File: config.mk
export PLATFORM = sky130hd
export DESIGN_NAME = regfile_write_demux
export DESIGN_NICKNAME = d
export VERILOG_FILES = /design/src/rtl/regfile_pkg.sv /design/src/rtl/decoder5to32.sv /design/src/rtl/mux32.sv /design/src/rtl/regfile_write_demux.sv
export SDC_FILE = /design/constraint.sdc
export NUM_CORES = 2
export LEC_CHECK = 0
export CAP_MARGIN = 10
export CORE_MARGIN = 2
export CORE_UTILIZATION = 55
export CTS_BUF_LIST = sky130_fd_sc_hd__clkbuf_16
export DETAILED_ROUTE_END_ITERATION = 6
export GPL_TIMING_DRIVEN = 0
export PLACE_DENSITY = 0.7
export SLEW_MARGIN = 15
export SYNTH_ARGS = -nofsm -noshare
export SYNTH_HDL_FRONTEND = slang
export SYNTH_HIERARCHICAL = 1
export SYNTH_SLANG_ARGS = --single-unit
File: constraint.sdc
create_clock -name clk -period 3.1 [get_ports clk]
set_input_delay 0.465 -clock clk [delete_from_list [all_inputs] [get_ports clk]]
set_output_delay 0.465 -clock clk [all_outputs]
set_load 0.01 [all_outputs]
File: src/rtl/regfile_pkg.sv
// Shared register-file constants and types for the write-back stage.
package regfile_pkg;

    localparam int unsigned REG_COUNT  = 32;
    localparam int unsigned REG_ADDR_W = 5;
    localparam int unsigned WR_COUNT_W = 32;

    typedef logic [REG_ADDR_W-1:0] reg_addr_t;

    localparam reg_addr_t REG_ZERO = 5'd0;

    // Storage-side select mask: x0 is never allowed to load.
    localparam logic [REG_COUNT-1:0] STORE_MASK = {{(REG_COUNT-1){1'b1}}, 1'b0};

    // True when a write request targets a real (non-x0) register.
    function automatic logic is_real_write(input logic ena, input reg_addr_t addr);
        return ena && (addr != REG_ZERO);
    endfunction

endpackage : regfile_pkg

File: src/rtl/decoder5to32.sv
// 5-to-32 one-hot write-select decoder; all zeros when not enabled.
module decoder5to32
    import regfile_pkg::*;
(
    input  logic                 ena,
    input  reg_addr_t            addr,
    output logic [REG_COUNT-1:0] sel
);

    // One-hot select of the addressed register, or nothing.
    always_comb begin
        sel = '0;
        if (ena) begin
            sel = REG_COUNT'(1) << addr;
        end
    end

endmodule : decoder5to32

File: src/rtl/mux32.sv
// 32-way read multiplexer over the register outputs.
module mux32
    import regfile_pkg::*;
#(
    parameter int unsigned N = 32
) (
    input  logic [REG_COUNT-1:0][N-1:0] din,
    input  reg_addr_t                   sel,
    output logic [N-1:0]                dout
);

    // Select one of the 32 inputs.
    always_comb begin
        dout = din[sel];
    end

endmodule : mux32

File: src/rtl/regfile_write_demux.sv
// 32 x N register file: one-hot write demux, two mux32 read ports,
// same-cycle write bypass, x0 hardwired to zero, saturating write counter.
module regfile_write_demux
    import regfile_pkg::*;
#(
    parameter int unsigned N = 32
) (
    input  logic                  clk,
    input  logic                  rst,
    input  logic                  wr_ena,
    input  reg_addr_t             wr_addr,
    input  logic [N-1:0]          wr_data,
    input  reg_addr_t             rd_addr0,
    input  reg_addr_t             rd_addr1,
    output logic [N-1:0]          rd_data0,
    output logic [N-1:0]          rd_data1,
    output logic [WR_COUNT_W-1:0] wr_count
);

    logic [REG_COUNT-1:0]        wr_sel;
    logic [REG_COUNT-1:0]        store_sel;
    logic [REG_COUNT-1:0][N-1:0] reg_bus;
    logic [N-1:0]                mux_out0;
    logic [N-1:0]                mux_out1;
    logic                        commit;
    logic                        bypass0;
    logic                        bypass1;
    logic [WR_COUNT_W-1:0]       wr_count_q;
    logic [WR_COUNT_W-1:0]       wr_count_d;

    decoder5to32 u_decoder (
        .ena  (wr_ena),
        .addr (wr_addr),
        .sel  (wr_sel)
    );

    // Mask x0 before the storage and derive the commit strobe.
    always_comb begin
        store_sel = wr_sel & STORE_MASK;
        commit    = |store_sel;
    end

    // x0 is a constant-zero mux input rather than a flop.
    assign reg_bus[0] = '0;

    for (genvar k = 1; k < REG_COUNT; k++) begin : g_reg
        logic [N-1:0] reg_q;
        logic [N-1:0] reg_d;

        // Load write data when selected, otherwise hold.
        always_comb begin
            reg_d = reg_q;
            if (store_sel[k]) begin
                reg_d = wr_data;
            end
        end

        // Register storage; reset wins over a simultaneous write.
        always_ff @(posedge clk) begin
            if (rst) begin
                reg_q <= '0;
            end else begin
                reg_q <= reg_d;
            end
        end

        assign reg_bus[k] = reg_q;
    end

    mux32 #(.N(N)) u_rd_mux0 (
        .din  (reg_bus),
        .sel  (rd_addr0),
        .dout (mux_out0)
    );

    mux32 #(.N(N)) u_rd_mux1 (
        .din  (reg_bus),
        .sel  (rd_addr1),
        .dout (mux_out1)
    );

    // Per-port bypass of a same-cycle write; suppressed during reset.
    always_comb begin
        bypass0  = !rst && is_real_write(wr_ena, wr_addr) && (rd_addr0 == wr_addr);
        bypass1  = !rst && is_real_write(wr_ena, wr_addr) && (rd_addr1 == wr_addr);
        rd_data0 = bypass0 ? wr_data : mux_out0;
        rd_data1 = bypass1 ? wr_data : mux_out1;
    end

    // Saturating count of committed non-x0 writes.
    always_comb begin
        wr_count_d = wr_count_q;
        if (commit && (wr_count_q != '1)) begin
            wr_count_d = wr_count_q + WR_COUNT_W'(1);
        end
    end

    // Write counter register.
    always_ff @(posedge clk) begin
        if (rst) begin
            wr_count_q <= '0;
        end else begin
            wr_count_q <= wr_count_d;
        end
    end

    assign wr_count = wr_count_q;

endmodule : regfile_write_demux

==> results_dict.tcl <==
set metrics [dict create \
    status "complete, but fails checks" \
    violations "setup timing" \
    max_stage_delay_ns 0.33 \
    grt_pass1_vias 46572 \
    nets 6398 \
    htreeDepth 3 \
    clock_sinks 1024 \
    die_x_microns 321.5 \
    finalSetupTns_ns -1.104 \
    start_util 0.5545 \
    worstSetupStartpointType "input pin" \
    yosysWarnings 6 \
    grt_setup_unrepaired "yes" \
    r2r-start "wr_count[1]" \
    p_int_mw 22.79 \
    dp_slack_ns -1.734 \
    die_h_microns 321.5 \
    place_inst 7489 \
    drt_first_pass_iters 6 \
    drv_cap 0 \
    via_per_inst 6.391 \
    finalWorstPathRequiredPeriod_ns 3.259 \
    end_kind "output pin" \
    timing.rr.end "wr_count[13]" \
    vdd_ir_drop_max_mv 0.4469 \
    crit_chain "clkdlybuf4s15_2 > nor2b_2 > buf_6 > buf_4 > a22o_1 > nor3_4 > a31oi_1 > nand3_1 > mux2_4 > dlygate4sd2_1" \
    post-dp-hpwl_mm 163.0 \
    route.detailed.drc 0 \
    fillers 8042 \
    fmaxAchievable_ghz 0.3069 \
    post-route-period-util 1.051 \
    syn_area_sq_mm 0.05545 \
    path_class "in -> out" \
    numPortBuffers 144 \
    areaGrowthSynthToFinish_pct 19.12 \
    drt_iter0_markers 6124 \
    maxSlewViolCount 0 \
    worstRegToRegCells 7 \
    globalplace.congestion 1.056 \
    wl_mm 221.5 \
    clk_latency_ns 0.71 \
    power.share.clock 0.434 \
    layout.cells.non_filler 7742 \
    syn_area_per_cell_sq_um 9.276 \
    grt_usage 0.4115 \
    cts_made_buffers 111 \
    crit_arrival_ns 2.79 \
    critPathSlowestCell "mux2_4" \
    worst-r2r-setup-slack_ns 0.17 \
    drt-wirelength-per-cell_microns 28.62 \
    clkTransAtPathRegs_ns 0.06 \
    fin_util 0.6606 \
    grt_pass1_wl_mm 314.6 \
    holdWs_ns 0.2475 \
    seq_area_sq_mm 0.02050 \
    globalRouteOverflowTotal 0 \
    postRouteAntennaNets 0 \
    multi_input_area_sq_mm 0.03386 \
    endpoint "rd_data1[21]" \
    tightest_slew_ns 1.269 \
    cts_buffer_depth 3 \
    p_comb_frac 0.144 \
    core_sq_mm 0.1000 \
    p_sw_frac 0.2800 \
    switchingPower_mw 8.860 \
    io_pins 146 \
    postSynthCellCount 5978 \
    drive_gt1_frac 0.1265 \
    clock_skew_ns 0.01466 \
    hold_path_class "in -> reg" \
    worst_slack_ns -0.1588 \
    startpoint "rd_addr1[2]" \
    tritoncts "built" \
    cts.root.buffer_cell "clkbuf_16" \
    die_area_sq_mm 0.1034 \
    powerDensity_mw_per_mm2 479.1 \
    crit_required_ns 2.63 \
    hold_buffers 0 \
    sequentialPowerShare 0.422 \
    hold_viol 0 \
    crit_path_max_fanout 10 \
    fp-row-count 116 \
    p_leak_nw 25.01 \
    via_count 49476 \
    setup-violations-final 27 \
    slew_headroom 0.1538 \
    grt_max_degree 15 \
    antenna_found_initial 6 \
]
## power by group through the flow
stage | logic [mW] | clock network [mW] | registers, mW
finish | 4.56 | 13.7 | 13.3
global route | 4.61 | 14.3 | 13.4
floorplan | 2.21 | 0 | 13.6
detailed placement | 3.83 | 0 | 13.6
global placement | 3.81 | 0 | 13.6
CTS | 4.23 | 13.7 | 13.3
## layout make-up
class,instances,share of cell area
well taps,1298,0.02459
flip-flops and latches,1024,0.3103
clock inverters,94,0.01243
clock buffers,115,0.04357
diodes,1,0.00003788
plain buffers,599,0.06633
repair buffers,199,0.02995
inverters,2,0.0001136
multi-input cells,4410,0.5127
## cell usage in the layout (no fill, tap or decap), types with 122 or more instances in the layout
cell,instances
nand2_1,209
clkbuf_1,331
nand3_1,140
clkbuf_16,122
a22oi_1,172
nor2_1,1034
dfxtp_1,1024
a22o_1,126
a21oi_1,211
mux2i_1,1992
## repair_timing
action	in CTS	in global routing
cloned	7	6
buffers inserted	28	11
pin swaps	79	58
hold endpoints to repair	0	0
gates resized for setup	854	169
setup endpoints to repair	96	75
## routing by layer
metal | GRT usage | wire length [microns] | share of wire | up-vias
li1 | - | - | - | 21856
met2 | 0.6028 | 91630 | 0.41 | 2950
met3 | 0.1373 | 28350 | 0.13 | 733
met1 | 0.5351 | 87430 | 0.39 | 23931
met5 | 0 | 214 | 0.00097 | -
met4 | 0.2169 | 13930 | 0.063 | 6
## sequential cells by signal, indices dropped and copies added (netlist names)
name      cells
wr_count     32
g.reg_q     992
## worst min path at each step
| stage | to | slack (ns) | start | cells after the start |
|---|---|---|---|---|
| 2_1_floorplan | g_reg[12].reg_q[0] | 0.48 | g_reg[12].reg_q[0] | 2 |
| 3_3_place_gp | wr_count[9] | 0.48 | wr_count[9] | 2 |
| 3_5_place_dp | wr_count[9] | 0.50 | wr_count[9] | 2 |
| 4_1_cts | wr_count[15] | 0.21 | rst | 3 |
| 5_1_grt | wr_count[27] | 0.24 | rst | 3 |
| 6_report | wr_count[15] | 0.25 | rst | 3 |
## stage by stage
stage / power, mW / area, sq um
floorplan: 15.82 / 55690
global placement: 17.43 / 58760
detailed placement: 17.46 / 58820
CTS: 31.31 / 65450
global route: 32.28 / 66050
finish: 31.65 / 66060
## worst max-delay path: cells and delay by family
| kind | cells | cell delay, ns |
|---|---|---|
| compound gates | 2 | 0.48 |
| buf+inv | 4 | 1.02 |
| mux | 1 | 0.33 |
| simple gates | 3 | 0.48 |
No activity file was read; power rests on OpenSTA's default activity.
